`src/rtl/sram_arbiter_nx1.sv`:
```
// N-to-1 sram-like bus arbiter: round-robin (or fixed-priority) request selection,
// sticky lock on a stalled grant, and an in-order tag FIFO that routes s_data_ok back to its master.
// Build option: define ARB_FIXED_PRIO_EN for fixed priority (lowest index wins, no rr pointer).

module sram_arb_lane #(
  parameter int IDX = 0,
  parameter int PW  = 2
) (
  input  logic [PW-1:0] sel,
  input  logic [PW-1:0] head,
  input  logic          accept,
  input  logic          pop,
  output logic          addr_ok,
  output logic          data_ok
);
  assign addr_ok = accept && (sel  == PW'(IDX));
  assign data_ok = pop    && (head == PW'(IDX));
endmodule

module sram_arbiter_nx1 #(
  parameter int N_PORTS   = 3,
  parameter int MAX_OUTST = 4,
  parameter int DATA_W    = 32
) (
  input  logic                      clk,
  input  logic                      resetn,
  input  logic [N_PORTS-1:0]        m_req,
  input  logic [N_PORTS-1:0]        m_wr,
  input  logic [2*N_PORTS-1:0]      m_size,
  input  logic [32*N_PORTS-1:0]     m_addr,
  input  logic [DATA_W*N_PORTS-1:0] m_wdata,
  output logic [N_PORTS-1:0]        m_addr_ok,
  output logic [N_PORTS-1:0]        m_data_ok,
  output logic [DATA_W-1:0]         m_rdata,
  output logic                      s_req,
  output logic                      s_wr,
  output logic [1:0]                s_size,
  output logic [31:0]               s_addr,
  output logic [DATA_W-1:0]         s_wdata,
  input  logic                      s_addr_ok,
  input  logic                      s_data_ok,
  input  logic [DATA_W-1:0]         s_rdata
);
  localparam int PW = $clog2(N_PORTS);
  localparam int AW = $clog2(MAX_OUTST);
  localparam int CW = AW + 1;

  typedef enum logic {IDLE, LOCKED} state_e;

  logic [N_PORTS-1:0][1:0]        size_a;
  logic [N_PORTS-1:0][31:0]       addr_a;
  logic [N_PORTS-1:0][DATA_W-1:0] wdata_a;

  assign size_a  = m_size;
  assign addr_a  = m_addr;
  assign wdata_a = m_wdata;

  state_e        state_q, state_d;
  logic [PW-1:0] lock_sel_q, lock_sel_d;
  logic [PW-1:0] idle_sel, sel, head;
  logic          idle_vld, sel_req, accept, push, pop, full, empty;

  logic [MAX_OUTST-1:0][PW-1:0] tag_q, tag_d;
  logic [AW-1:0]                wr_ptr_q, wr_ptr_d, rd_ptr_q, rd_ptr_d;
  logic [CW-1:0]                cnt_q, cnt_d;

`ifdef ARB_FIXED_PRIO_EN
  always_comb begin
    idle_sel = '0;
    idle_vld = 1'b0;
    for (int i = N_PORTS-1; i >= 0; i--)
      if (m_req[i]) begin
        idle_sel = PW'(i);
        idle_vld = 1'b1;
      end
  end
`else
  logic [PW-1:0]                rr_ptr_q, rr_ptr_d;
  logic [N_PORTS-1:0][PW-1:0]   cand;

  // cand[i] is the port i places after rr_ptr; scan downward so the nearest requester wins
  always_comb begin
    idle_sel = rr_ptr_q;
    idle_vld = 1'b0;
    cand     = '0;
    for (int i = N_PORTS-1; i >= 0; i--) begin
      cand[i] = (int'(rr_ptr_q) + i >= N_PORTS) ? PW'(int'(rr_ptr_q) + i - N_PORTS)
                                                : PW'(int'(rr_ptr_q) + i);
      if (m_req[cand[i]]) begin
        idle_sel = cand[i];
        idle_vld = 1'b1;
      end
    end
  end

  always_comb begin
    rr_ptr_d = rr_ptr_q;
    if (accept)
      rr_ptr_d = (sel == PW'(N_PORTS-1)) ? '0 : sel + PW'(1);
  end
`endif

  assign sel     = (state_q == LOCKED) ? lock_sel_q : idle_sel;
  assign sel_req = (state_q == LOCKED) ? m_req[lock_sel_q] : idle_vld;

  // reset gates the request combinationally so nothing leaks out while resetn is low
  assign s_req   = resetn && sel_req && !full;
  assign accept  = s_req && s_addr_ok;
  assign s_wr    = m_wr[sel];
  assign s_size  = size_a[sel];
  assign s_addr  = addr_a[sel];
  assign s_wdata = wdata_a[sel];
  assign m_rdata = s_rdata;

  // a winner that is not taken this cycle (slave stall or full FIFO) keeps the bus
  always_comb begin
    state_d    = state_q;
    lock_sel_d = lock_sel_q;
    case (state_q)
      IDLE:
        if (idle_vld && !accept) begin
          state_d    = LOCKED;
          lock_sel_d = idle_sel;
        end
      LOCKED:
        if (accept) state_d = IDLE;
      default: state_d = IDLE;
    endcase
  end

  assign full  = (cnt_q == CW'(MAX_OUTST));
  assign empty = (cnt_q == '0);
  assign push  = accept;
  assign pop   = s_data_ok && !empty;
  assign head  = tag_q[rd_ptr_q];

  always_comb begin
    tag_d    = tag_q;
    wr_ptr_d = wr_ptr_q;
    rd_ptr_d = rd_ptr_q;
    cnt_d    = cnt_q;
    if (push) begin
      tag_d[wr_ptr_q] = sel;
      wr_ptr_d        = wr_ptr_q + AW'(1);
    end
    if (pop)
      rd_ptr_d = rd_ptr_q + AW'(1);
    case ({push, pop})
      2'b10:   cnt_d = cnt_q + CW'(1);
      2'b01:   cnt_d = cnt_q - CW'(1);
      default: cnt_d = cnt_q;
    endcase
  end

  for (genvar g = 0; g < N_PORTS; g++) begin : g_lane
    sram_arb_lane #(.IDX(g), .PW(PW)) u_lane (
      .sel     (sel),
      .head    (head),
      .accept  (accept),
      .pop     (pop),
      .addr_ok (m_addr_ok[g]),
      .data_ok (m_data_ok[g])
    );
  end

  always_ff @(posedge clk or negedge resetn) begin
    if (!resetn) begin
      state_q    <= IDLE;
      lock_sel_q <= '0;
      tag_q      <= '0;
      wr_ptr_q   <= '0;
      rd_ptr_q   <= '0;
      cnt_q      <= '0;
`ifndef ARB_FIXED_PRIO_EN
      rr_ptr_q   <= '0;
`endif
    end else begin
      state_q    <= state_d;
      lock_sel_q <= lock_sel_d;
      tag_q      <= tag_d;
      wr_ptr_q   <= wr_ptr_d;
      rd_ptr_q   <= rd_ptr_d;
      cnt_q      <= cnt_d;
`ifndef ARB_FIXED_PRIO_EN
      rr_ptr_q   <= rr_ptr_d;
`endif
    end
  end

endmodule

```
`config.mk`:
```
export PLATFORM = sky130hd
export DESIGN_NAME = sram_arbiter_nx1
export DESIGN_NICKNAME = d
export VERILOG_FILES = /design/src/rtl/sram_arbiter_nx1.sv
export SDC_FILE = /design/constraint.sdc
export NUM_CORES = 1
export LEC_CHECK = 0
export BUFFER_PORTS_ARGS = -buffer_cell sky130_fd_sc_hd__buf_2
export CAP_MARGIN = 0
export CORE_AREA = 2 2 135 137
export CTS_CLUSTER_SIZE = 30
export DETAILED_ROUTE_END_ITERATION = 8
export DIE_AREA = 0 0 137 139
export REMOVE_ABC_BUFFERS = 1
export SLEW_MARGIN = 20
export SYNTH_ARGS = -nofsm -noshare
export SYNTH_HDL_FRONTEND = slang
export SYNTH_SLANG_ARGS = --single-unit
```
`constraint.sdc`:
```
create_clock -name clk -period 6.8 [get_ports clk]
set_input_delay 1.02 -clock clk [delete_from_list [all_inputs] [get_ports clk]]
set_output_delay 1.02 -clock clk [all_outputs]
set_load 0.01 [all_outputs]
```
==> summary.md <==
| Metric | Value |
|---|---|
| Outcome | `completed` |
| Nets@finish | `about 800` |
| Ys flop type | `dfrtp_1` |
| Fin util | `25.0%` |
| Leakage | `0.00223 µW` |
| Cell row count | `49` |
| TritonRoute pass-1 iters | `4` |
| WP buf/inv | `3` |
| Number of synthesized flops with an enable pin | `0` |
| Largest family of logic cells by synthesized area | `multiplexers` |
| DP Worst Slack | `between 2000 and 2500 ps` |
| Clk slew on worst S/H paths | `around 50 ps` |
| Worst-path maximum fanout | `38` |
| Slew @ Worst Pin | `about 890 ps` |
| Finish-stage setup viols | `0` |
| Crit path launch type | `input port` |
| Worst Setup End Kind | `output port` |
| Root buffer cell | `clkbuf_16` |
| Total GRT Usage | `13.6%` |
| Worst-path cell chain | `buf_2, nor2b_1, o21a_1, a311oi_2, a21o_4, nor2b_4, buf_4, o2bb2ai_1, buf_2` |
| CP arrival | `3710 ps` |
| Max Cap Viol | `0` |
| Dominant cell type by area after synthesis | `mux2i_1` |
| Clock Sinks | `20` |
| Post-synth top area share | `23.8%` |
| Number of global-route vias before repair | `3253` |
| Die height | `139 µm` |
| Placer Congestion | `0.761` |
| Area grow syn2layout | `44.1%` |
| Crit-path slowest cell | `nor2b_4` |
| Largest net degree at the start of global routing | `45` |
| Distinct cells, synth | `47` |
| DRC errors left | `0` |
| First-pass GRT wire length | `19700 µm` |
| Clock Latency Late Sink | `between 200 and 300 ps` |
| Final Cell Area | `0.00442 mm²` |
| Post-route setup slack | `just over 2000 ps` |
| CTS buffer count | `3` |
| Warnings, synthesis | `0` |
| Most frequent cell on the critical path | `buf_2` |
| HP Class | `flop to flop` |
| Core ar. | `0.0177 mm²` |
| Detail Route Antenna Nets | `0` |
| Synth Area in Compound Gates | `between 20 and 30%` |
| DR WL/cell | `17.8 µm` |
| DIE WIDTH | `137 µm` |
| Fin Clk Skew | `0.780 ps` |
| Final worst-path cycle share | `a little over two thirds` |
| Die area | `0.0190 mm²` |
| Hold Buf Count CTS | `0` |
| Synthesized area | `0.00306 mm²` |
| Max VDD drop | `0.157 mV` |
| Crit path required time | `between 5000 and 6000 ps` |
| Post-DP HPWL | `11800 µm` |
| Starting density of the core | `17.4%` |
| # H-tree levels | `1` |
| Vias per cell | `4.36` |
| CTS tree | `done` |
| Dpl cell area | `0.00434 mm²` |
| Synth Area in Simple Gates | `about 7.4%` |
| Synth async-reset ratio | `100%` |
| Share of layout cells above drive strength 1 | `55.2%` |
| Crit path max-delay family | `simple AND/OR/NAND/NOR gates` |
| Sum of negative setup slack | `0 ps` |
| Critical setup path kind | `input port to output port` |
| Vias | `3387` |
| Pins Over Slew Limit | `0` |
| Power density cells | `429 mW/mm²` |
| Most frequent cells in the layout | `buf_2, mux2i_1, o2bb2ai_1` |
| Total power | `roughly 1900 µW` |
| Mux cell area share after synthesis | `28.3%` |
| Post-cts resize count | `0` |
| Max incr delay on CP | `780 ps` |
| Final-report hold violation count | `0` |
| Min cycle time layout | `4730 ps` |
| Synth top area cells | `mux2i_1, o2bb2ai_1, dfrtp_1, buf_4, buf_6` |
| Routed wire length | `roughly 14000 µm` |
| Normalized max-slew margin | `around 40%` |
| Port buffer count | `about 280` |
| Synth Area in Adders | `under 10%` |
| Fill cells | `1958` |
| Post-Synth XOR/XNOR Area | `under 10%` |
| Setup Fix Bufs, Post-CTS | `0` |
| Bufs on Longest Clock Path | `2` |
| RSZ-0062 raised after global routing | `false` |
| Most common cell after layout, fill and taps aside | `buf_2` |
| Gate count of the mapped netlist | `323` |
| Antenna violations before repair | `1` |
| GR Overflow Total | `0` |
| Post-synthesis sequential area ratio | `16.3%` |
| Mapped Avg Cell Area | `roughly 9.5 µm²` |
| Top-Level Pins | `346` |
| DRT iter0 DRCs | `120` |
| Fmax | `~210 MHz` |
| Register bit total from synthesis | `20` |
-- worst paths after layout --
check / start / to / cells after the start / slack (ps)
min: tag_q[6] / tag_q[6] / 1 / 490
max: m_req[1] / s_addr[8] / 9 / 2070
min in group asynchronous: resetn / cnt_q[0] / 1 / 720
min reg2reg: tag_q[6] / tag_q[6] / 1 / 490
max in group asynchronous: resetn / cnt_q[2] / 1 / 5760
max reg2reg: rr_ptr_q[0] / cnt_q[2] / 13 / 3450
-- Yosys cell counts (4+ instances only) --
| cell | count |
|---|---|
| buf_4 | 44 |
| nand2_1 | 11 |
| buf_1 | 4 |
| ha_1 | 8 |
| mux2i_1 | 73 |
| clkbuf_1 | 6 |
| mux2_1 | 8 |
| nor2b_1 | 5 |
| o2bb2ai_1 | 67 |
| buf_6 | 9 |
| xnor2_1 | 4 |
| dfrtp_1 | 20 |
| o21ai_1 | 4 |
| inv_1 | 11 |
| nand2_4 | 4 |
-- cells by family after synthesis --
| group | Yosys count |
|---|---|
| buf+inv | 77 |
| simple gates | 36 |
| fa+ha+maj | 9 |
| xor+xnor | 6 |
| flops | 20 |
| mux | 83 |
| compound gates | 92 |
-- stage by stage --
step	instances	hold WS, ps
after floorplan	258	459
after global placement	773	473
after detailed placement	773	481
after CTS	776	493
after global routing	776	507
final	777	486
-- report_power, final --
part | internal (µW) | leakage (µW) | switching, µW
Sequential | 173 | 0.000249 | 49.5
Combinational | 671 | 0.00194 | 880
Clock | 77.5 | 0.0000370 | 41.4
-- area by class of cell --
class	count	area, µm²	area share [%]
multi-input cells	226	2060	46.7
repair buffers	286	1440	32.7
flip-flops and latches	20	500	11.3
well taps	229	287	6.49
clock buffers	3	75.1	1.70
inverters	12	45.0	1.02
diodes	1	2.50	0.0567
-- metal layers --
layer | up-vias | track usage, % | wire length, µm
li1 | 1628 | - | -
met1 | 1559 | 17.8 | 5940
met2 | 186 | 20.6 | 6160
met3 | 12 | 6.07 | 1460
met4 | 2 | 2.01 | 153
met5 | - | 3.44 | 88
-- state kept, by name, summed over array words and instances, names as in the netlist --
name and count:
cnt_q 3, tag_q 8, lock_sel_q 2, wr_ptr_q 2
rr_ptr_q 2, rd_ptr_q 2, state_q 1
Power figures use the tool's default switching activity.
